**src/rtl/hdmi_video_timing_gen.sv**
```systemverilog
// hdmi_video_timing_gen: parametrised HDMI/DVI video timing plus test-pattern source on clock50.
// Build macro HDMI_TPG_ANIM_EN adds an 8-bit frame counter that scrolls the gradient and rotates the bars.
module hdmi_video_timing_gen #(
    parameter int unsigned H_ACTIVE = 640,
    parameter int unsigned H_FP     = 16,
    parameter int unsigned H_SYNC   = 96,
    parameter int unsigned H_BP     = 48,
    parameter int unsigned V_ACTIVE = 480,
    parameter int unsigned V_FP     = 10,
    parameter int unsigned V_SYNC   = 2,
    parameter int unsigned V_BP     = 33,
    parameter logic        HS_POL   = 1'b0,
    parameter logic        VS_POL   = 1'b0,
    parameter int unsigned CLK_DIV  = 2
) (
    input  logic        clock50,
    input  logic        reset,
    input  logic [1:0]  mode,
    input  logic [23:0] solid_rgb,
    output logic        hsync,
    output logic        vsync,
    output logic        v_clk,
    output logic        data_enable,
    output logic [23:0] rgb_data,
    output logic [11:0] pixel_x,
    output logic [11:0] pixel_y,
    output logic        frame_start
);
    localparam int unsigned CW       = 12;
    localparam int unsigned H_TOTAL  = H_ACTIVE + H_FP + H_SYNC + H_BP;
    localparam int unsigned V_TOTAL  = V_ACTIVE + V_FP + V_SYNC + V_BP;
    localparam int unsigned HS_START = H_ACTIVE + H_FP;
    localparam int unsigned HS_END   = HS_START + H_SYNC;
    localparam int unsigned VS_START = V_ACTIVE + V_FP;
    localparam int unsigned VS_END   = VS_START + V_SYNC;
    localparam int unsigned DW       = (CLK_DIV > 2) ? $clog2(CLK_DIV) : 1;
    localparam int unsigned BAR_W    = H_ACTIVE / 8;
    localparam int unsigned BW       = $clog2(BAR_W + 1);

    logic [DW-1:0] div_cnt_q, div_cnt_d;
    logic [CW-1:0] h_cnt_q, h_cnt_d;
    logic [CW-1:0] v_cnt_q, v_cnt_d;
    logic [BW-1:0] bar_cnt_q, bar_cnt_d;
    logic [3:0]    bar_idx_q, bar_idx_d;
    logic [1:0]    frame_mode_q, frame_mode_d;
    logic          hsync_q, hsync_d;
    logic          vsync_q, vsync_d;
    logic          v_clk_q, v_clk_d;
    logic          de_q, de_d;
    logic [23:0]   rgb_q, rgb_d;
    logic [CW-1:0] px_q, px_d;
    logic [CW-1:0] py_q, py_d;
    logic          fs_q, fs_d;

    logic          pix_ce;
    logic          h_wrap;
    logic          v_wrap;
    logic          at_origin;
    logic          active;
    logic [1:0]    mode_eff;
    logic [23:0]   pattern;
    logic [7:0]    off;
    logic [2:0]    rot;

    // Colour of each bar in its unrotated position
    function automatic logic [23:0] bar_colour(input logic [2:0] idx);
        case (idx)
            3'd0:    bar_colour = 24'hFFFFFF;
            3'd1:    bar_colour = 24'hFFFF00;
            3'd2:    bar_colour = 24'h00FFFF;
            3'd3:    bar_colour = 24'h00FF00;
            3'd4:    bar_colour = 24'hFF00FF;
            3'd5:    bar_colour = 24'hFF0000;
            3'd6:    bar_colour = 24'h0000FF;
            default: bar_colour = 24'h000000;
        endcase
    endfunction

`ifdef HDMI_TPG_ANIM_EN
    logic [7:0] frame_cnt_q, frame_cnt_d;

    // Count completed frames at the last-pixel to first-pixel wrap
    always_comb begin
        frame_cnt_d = frame_cnt_q;
        if (pix_ce && h_wrap && v_wrap) begin
            frame_cnt_d = frame_cnt_q + 8'd1;
        end
    end

    // Frame counter register
    always_ff @(posedge clock50) begin
        if (reset) begin
            frame_cnt_q <= 8'd0;
        end else begin
            frame_cnt_q <= frame_cnt_d;
        end
    end

    assign off = frame_cnt_q;
    assign rot = frame_cnt_q[7:5];
`else
    assign off = 8'd0;
    assign rot = 3'd0;
`endif

    assign pix_ce    = (div_cnt_q == DW'(CLK_DIV - 1));
    assign h_wrap    = (h_cnt_q == CW'(H_TOTAL - 1));
    assign v_wrap    = (v_cnt_q == CW'(V_TOTAL - 1));
    assign at_origin = (h_cnt_q == '0) && (v_cnt_q == '0);
    assign active    = (h_cnt_q < CW'(H_ACTIVE)) && (v_cnt_q < CW'(V_ACTIVE));

    // Pattern for the current counter position; pixel (0,0) already uses the newly latched mode
    always_comb begin
        mode_eff = at_origin ? mode : frame_mode_q;
        pattern  = 24'h000000;
        case (mode_eff)
            2'd0:    pattern = bar_idx_q[3] ? 24'h000000 : bar_colour(bar_idx_q[2:0] + rot);
            2'd1:    pattern = solid_rgb;
            2'd2:    pattern = ((h_cnt_q[4:0] == 5'd0) || (v_cnt_q[4:0] == 5'd0)) ? 24'hFFFFFF : 24'h000000;
            default: pattern = {h_cnt_q[7:0] + off, v_cnt_q[7:0] + off, 8'h80};
        endcase
    end

    // Divider, raster counters, bar tracker and the pix_ce-registered output stage
    always_comb begin
        div_cnt_d    = div_cnt_q + DW'(1);
        h_cnt_d      = h_cnt_q;
        v_cnt_d      = v_cnt_q;
        bar_cnt_d    = bar_cnt_q;
        bar_idx_d    = bar_idx_q;
        frame_mode_d = frame_mode_q;
        hsync_d      = hsync_q;
        vsync_d      = vsync_q;
        de_d         = de_q;
        rgb_d        = rgb_q;
        px_d         = px_q;
        py_d         = py_q;
        fs_d         = 1'b0;
        v_clk_d      = (div_cnt_q < DW'(CLK_DIV / 2));
        if (pix_ce) begin
            div_cnt_d = '0;
            fs_d      = at_origin;
            if (h_wrap) begin
                h_cnt_d   = '0;
                bar_cnt_d = '0;
                bar_idx_d = 4'd0;
                v_cnt_d   = v_wrap ? '0 : v_cnt_q + CW'(1);
            end else begin
                h_cnt_d = h_cnt_q + CW'(1);
                // Bar index saturates at 8, which paints any remainder pixels black
                if (!bar_idx_q[3]) begin
                    if (bar_cnt_q == BW'(BAR_W - 1)) begin
                        bar_cnt_d = '0;
                        bar_idx_d = bar_idx_q + 4'd1;
                    end else begin
                        bar_cnt_d = bar_cnt_q + BW'(1);
                    end
                end
            end
            if (at_origin) begin
                frame_mode_d = mode;
            end
            de_d    = active;
            hsync_d = ((h_cnt_q >= CW'(HS_START)) && (h_cnt_q < CW'(HS_END))) ? HS_POL : ~HS_POL;
            vsync_d = ((v_cnt_q >= CW'(VS_START)) && (v_cnt_q < CW'(VS_END))) ? VS_POL : ~VS_POL;
            rgb_d   = active ? pattern : 24'h000000;
            px_d    = h_cnt_q;
            py_d    = v_cnt_q;
        end
    end

    // State and output registers
    always_ff @(posedge clock50) begin
        if (reset) begin
            div_cnt_q    <= '0;
            h_cnt_q      <= '0;
            v_cnt_q      <= '0;
            bar_cnt_q    <= '0;
            bar_idx_q    <= 4'd0;
            frame_mode_q <= 2'd0;
            hsync_q      <= ~HS_POL;
            vsync_q      <= ~VS_POL;
            v_clk_q      <= 1'b0;
            de_q         <= 1'b0;
            rgb_q        <= 24'h000000;
            px_q         <= '0;
            py_q         <= '0;
            fs_q         <= 1'b0;
        end else begin
            div_cnt_q    <= div_cnt_d;
            h_cnt_q      <= h_cnt_d;
            v_cnt_q      <= v_cnt_d;
            bar_cnt_q    <= bar_cnt_d;
            bar_idx_q    <= bar_idx_d;
            frame_mode_q <= frame_mode_d;
            hsync_q      <= hsync_d;
            vsync_q      <= vsync_d;
            v_clk_q      <= v_clk_d;
            de_q         <= de_d;
            rgb_q        <= rgb_d;
            px_q         <= px_d;
            py_q         <= py_d;
            fs_q         <= fs_d;
        end
    end

    assign hsync       = hsync_q;
    assign vsync       = vsync_q;
    assign v_clk       = v_clk_q;
    assign data_enable = de_q;
    assign rgb_data    = rgb_q;
    assign pixel_x     = px_q;
    assign pixel_y     = py_q;
    assign frame_start = fs_q;
endmodule

```
**config.mk**
```make
export PLATFORM = sky130hd
export DESIGN_NAME = hdmi_video_timing_gen
export DESIGN_NICKNAME = d
export VERILOG_FILES = /design/src/rtl/hdmi_video_timing_gen.sv
export SDC_FILE = /design/constraint.sdc
export NUM_CORES = 1
export LEC_CHECK = 0
export BUFFER_PORTS_ARGS = -buffer_cell sky130_fd_sc_hd__buf_4
export CAP_MARGIN = 20
export CELL_PAD_IN_SITES_DETAIL_PLACEMENT = 1
export CELL_PAD_IN_SITES_GLOBAL_PLACEMENT = 1
export CORE_MARGIN = 1
export CORE_UTILIZATION = 39
export CTS_BUF_LIST = sky130_fd_sc_hd__clkbuf_4 sky130_fd_sc_hd__clkbuf_8
export DETAILED_ROUTE_END_ITERATION = 8
export PLACE_DENSITY = 0.78
export SYNTH_ARGS = -nofsm -noshare
export SYNTH_HDL_FRONTEND = slang
export SYNTH_SLANG_ARGS = --single-unit
```
**constraint.sdc**
```tcl
create_clock -name clock50 -period 2.4 [get_ports clock50]
set_input_delay 0.24 -clock clock50 [delete_from_list [all_inputs] [get_ports clock50]]
set_output_delay 0.24 -clock clock50 [all_outputs]
set_load 0.02 [all_outputs]
```
## Word-level counts from Yosys, hierarchy flattened

Index checks and enable logic that the tools add are counted.
W data, S select, Z words.

- Output and inout port bits: 53
- Bits in registers: 91
- Input port bits: 28

- Order comparisons: 7
- Reduce and logical (&&, ||, !) cells: 17
- Bitwise operators: 1
- Add/subtract/negate cells: 5
- Equality and inequality tests: 12
- Multiplexer cells: 16

Operators by type and width:

| cell | count |
|---|---|
| $pmux W24 S7 | 1 |
| $mux W24 | 3 |
| $pmux W24 S3 | 1 |
| $add A12 B1 Y12 const B | 2 |
| $eq A12 B10 Y1 const B | 2 |
| $logic_not A12 Y1 | 2 |
| $lt A12 B10 Y1 const B | 2 |
| $lt A12 B9 Y1 const B | 2 |
| $mux W12 | 2 |
| $mux W7 | 3 |
| $ge A12 B10 Y1 const B | 1 |
| $ge A12 B9 Y1 const B | 1 |
| $mux W4 | 3 |
| $logic_not A5 Y1 | 2 |
| $eq A3 B3 Y1 const B | 3 |
| $add A7 B1 Y7 const B | 1 |
| $eq A7 B7 Y1 const B | 1 |
| $eq A3 B2 Y1 const B | 2 |
| $add A4 B1 Y4 const B | 1 |
| $logic_and A1 B1 Y1 | 4 |
| $reduce_and A2 Y1 | 2 |
| $reduce_or A2 Y1 | 2 |
| $eq A3 B1 Y1 const B | 1 |
| $logic_not A3 Y1 | 1 |
| other kinds (12) | 13 |

## Depth between registers and ports, before layout

- Depth in word-level cells: 6
- Gate-level depth with buffers: 9

## Worst setup path after synthesis

No wires, ideal clock.

- Path kind: register -> register
- Start point: register v_cnt_q[0]
- End point: register rgb_q[14], in the netlist rgb_data[14]
- Setup slack: -0.111 ns
- Data arrival time: 2.388 ns
- Period minus slack after synthesis: 2.511 ns
- Cell stages (with the launch flop): 10
- Data required time: 2.277 ns
- Setup time: 0.123 ns
- Path through: dfxtp_1 -> inv_1 -> ha_1 -> or4b_4 -> or4_4 -> nor2_4 -> mux2_4 -> buf_12 -> a21oi_1 -> o31ai_2

- Word-level cells in the longest chain between the ends: 6

RTL lines:

| item | RTL line | text |
|---|---|---|
| start: declaration | 42 | `logic [CW-1:0] v_cnt_q, v_cnt_d;` |
| start signal: assignment | 192 | `v_cnt_q <= v_cnt_d;` |
| $logic_not A12 Y1 | 109 | `assign at_origin = (h_cnt_q == '0) && (v_cnt_q == '0);` |
| $logic_and A1 B1 Y1 | 109 |  |
| $mux W2 | n/a |  |
| $eq A2 B2 Y1, or another cell as far along | 116 | `case (mode_eff)` |
| $pmux W24 S3 | 116 |  |
| $mux W24 (*) | 166 | `rgb_d = active ? pattern : 24'h000000;` |
| end signal: assignment | 200 | `rgb_q <= rgb_d;` |
| end: declaration | 50 | `logic [23:0] rgb_q, rgb_d;` |

Every way passes the cells marked *; elsewhere a longest branch is shown, timed or not.
A chain may end at the register's enable or synchronous reset.

## Worst setup path in the final report

- Start point: register v_cnt_q[0]
- End point: register rgb_q[20], in the netlist rgb_data[20]

The elaborated chain is that of the path after synthesis.

==> impl_metrics.env <==
export IMPL_outcome="finished with violations"
export IMPL_violations="setup timing"
export IMPL_cp_required_ns=2.65
export IMPL_power_density_mw_per_mm2=565
export IMPL_max_freq_mhz=385
export IMPL_grt_pass1_wl_mm=21.3
export IMPL_vias=4024
export IMPL_vias_per_cell=5.54
export IMPL_overflow=0
export IMPL_htreeDepth=3
export IMPL_synth_compound_area_frac=0.122
export IMPL_holdPathEnd="rgb_data[6]"
export IMPL_finalHoldViolations=0
export IMPL_yosys_area_top_type="dfxtp_1"
export IMPL_dieArea_mm2=0.0112
export IMPL_pin_count=81
export IMPL_utilization=0.538
export IMPL_worstHoldPathCells=2
export IMPL_ir_drop_v=0.000274
export IMPL_clk_latency_ns=0.38
export IMPL_crit_reg2reg_launch="v_cnt_q[0]"
export IMPL_setup_worst_path_start="v_cnt_q[0]"
export IMPL_design_area_mm2=0.00557
export IMPL_cp_max_fo=8
export IMPL_initial_core_util=0.405
export IMPL_synth_xor_area_share=0.0500
export IMPL_die_h_um=106
export IMPL_synth_main_ff_cell="dfxtp_1"
export IMPL_cp_arrival_ns=2.85
export IMPL_drtIter0Drc=206
export IMPL_wl_per_cell_um=18.6
export IMPL_synth_fa_ha_area_frac=0.0298
export IMPL_fin_nets=624
export IMPL_worstRegToRegCells=8
export IMPL_clock_skew_ns=0.0141
export IMPL_drtAntennaViolNets=0
export IMPL_synth_nets=516
export IMPL_synth_seq_area_share=0.434
export IMPL_die_w_um=106
export IMPL_cts_root_buf="clkbuf_8"
export IMPL_r2r_end="rgb_data[20]"
export IMPL_ys_types=54
export IMPL_hold_start="solid_rgb[6]"
export IMPL_grt_setup_unrepaired="yes"
export IMPL_reg2reg_setup_slack_ns=-0.20
export IMPL_yosys_warnings=0
export IMPL_antenna_found_initial=0
export IMPL_drt_first_pass_iters=4
export IMPL_gp_congestion=0.815
export IMPL_fill_cells=1244
export IMPL_synth_area_leaders="dfxtp_1 43%, nor2_1 8.0%, mux2i_1 6.4%"
export IMPL_antenna_cells=0
export IMPL_path_class="flop to flop"
export IMPL_synth_top_family_by_area="simple AND/OR/NAND/NOR gates"
export IMPL_rows=37
export IMPL_clk_path_buf_depth=2
export IMPL_synth_top_area_frac=0.434
export IMPL_p_leak_nw=2.36
export IMPL_hold_buffers=0
export IMPL_synth_edf_count=0
export IMPL_syn2layout_area_growth_pct=32.7
export IMPL_synthCells=478
export IMPL_end_kind="flop"
export IMPL_cap_viol_max_count=0
export IMPL_fin_crit_sh=1.08
export IMPL_setup_viol=25
export IMPL_port_buffers=80
export IMPL_holdCritPathClass="primary input to flop"
export IMPL_grt_max_degree=43
export IMPL_yosys_area_share_simple=0.251
export IMPL_core_mm2=0.0104
export IMPL_multi_input_area_mm2=0.00242
export IMPL_postRouteWirelength_mm=13.6
export IMPL_start_kind="flop"
export IMPL_clock_sinks=91
export IMPL_synthTopCellsByCount="91 x dfxtp_1, 90 x nor2_1, 42 x nand2_1"
export IMPL_drive_gt1_frac=0.337
export IMPL_cts_tree="built"
export IMPL_grt_pass1_vias=4104
export IMPL_dp_slack_ns=-0.135
export IMPL_dpl_instance_area_mm2=0.00521
export IMPL_register_area_mm2=0.00183
export IMPL_drc_errors=0
export IMPL_synthMuxAreaShare=0.0715
export IMPL_synth_most_common_cell="dfxtp_1"
export IMPL_relSlewSlack=0.510
export IMPL_drv_slew=0
export IMPL_hpwl_mm=9.04
export IMPL_cts_inserted_buffers=9
export IMPL_tightest_slew_ns=0.725
export IMPL_synthArstFlopShare=0
export IMPL_clkTransAtPathRegs_ns=0.10
export IMPL_min_period_ns=2.60
export IMPL_postSynthRegisterBits=91
export IMPL_avgSynthCellArea_um2=8.79
export IMPL_track_usage=0.244
export IMPL_final_setup_worst_slack_ns=-0.196
export IMPL_synth_area_mm2=0.00420
## worst max-delay path, cell delays in order, from the launching register on
cell     delay [ns]
dfxtp_2        0.33
inv_2          0.08
ha_4           0.14
or4b_4         0.48
or4_4          0.53
nor2_4         0.24
mux2_4         0.42
a21oi_4        0.17
o31ai_2        0.08
## worst max-delay path by stage
stage	end	slack, ns	cells past startpoint
2_1_floorplan	rgb_data[14]	-0.06	9
3_3_place_gp	rgb_data[10]	-0.05	8
3_5_place_dp	rgb_data[22]	-0.14	8
4_1_cts	rgb_data[4]	-0.11	8
5_1_grt	rgb_data[4]	-0.22	9
6_report	rgb_data[20]	-0.20	8
## layout by cell type (no fill, tap or decap), types with 7 or more instances in the layout
cell      count
nand4_1      14
o31ai_1       9
dfxtp_1      88
o31ai_2       7
nand2_1      41
mux2i_1      26
nor2_1       85
buf_4       121
xor2_1       13
nand3_1      10
ha_1          9
nor3_1       10
a221o_1       8
a21oi_1      13
a21oi_2      12
inv_1        10
xnor2_1      11
clkbuf_8     12
## cell families (layout without fill, tap and decap cells)
kind of cell / after synthesis / in the layout
and+or+nand+nor: 214 / 214
DFF: 91 / 91
AOI/OAI and AO/OA: 71 / 71
buffers and inverters: 39 / 150
muxes: 29 / 31
xor gates and xnor gates: 24 / 24
adders and majority gates: 10 / 10
## report_power, final
part | switching (mW) | internal, mW
clock network | 0.561 | 0.459
registers | 0.0388 | 1.56
logic | 0.298 | 0.226
## layer usage
metal / global-route usage / vias up / share of wire
li1: - / 1889 / -
met1: 0.291 / 1990 / 0.42
met2: 0.428 / 112 / 0.50
met3: 0.0365 / 33 / 0.046
met4: 0.113 / 0 / 0.032
met5: 0 / - / 0
## per-stage QoR
stage                     power (mW)  hold WS (ns)  instances  setup TNS (ns)
after CTS                       3.13        0.0808        728           -1.91
after global placement          2.09         0.436        708          -0.391
after detailed placement        2.11         0.438        708           -2.17
final                           3.15        0.0792        727           -3.54
after floorplan                 1.91         0.378        478          -0.620
after global routing            3.26        0.0799        727           -4.73
## state kept, by name, indices dropped and copies added, names as in the netlist
register	count
div_cnt_q	1
data_enable	1
v_cnt_q	12
v_clk	1
bar_cnt_q	7
pixel_x	12
vsync	1
h_cnt_q	12
frame_mode_q	2
hsync	1
frame_start	1
bar_idx_q	4
pixel_y	12
rgb_data	24
## final cells by class
class                           count  area share
Clock buffer                       12      0.0296
Clock inverter                      4     0.00426
Inverter                           12     0.00808
Multi-Input combinational cell    350       0.433
Sequential cell                    91       0.327
Tap cell                          136      0.0305
Timing Repair Buffer              122       0.167
## timing repair
item                       4_1_cts  5_1_grt
pin swaps                        6       11
cloned                           2        0
buffers inserted                 2        0
resized for setup               12       19
setup endpoints to repair       23       34
Note: power is estimated with default switching activity, not from simulation.
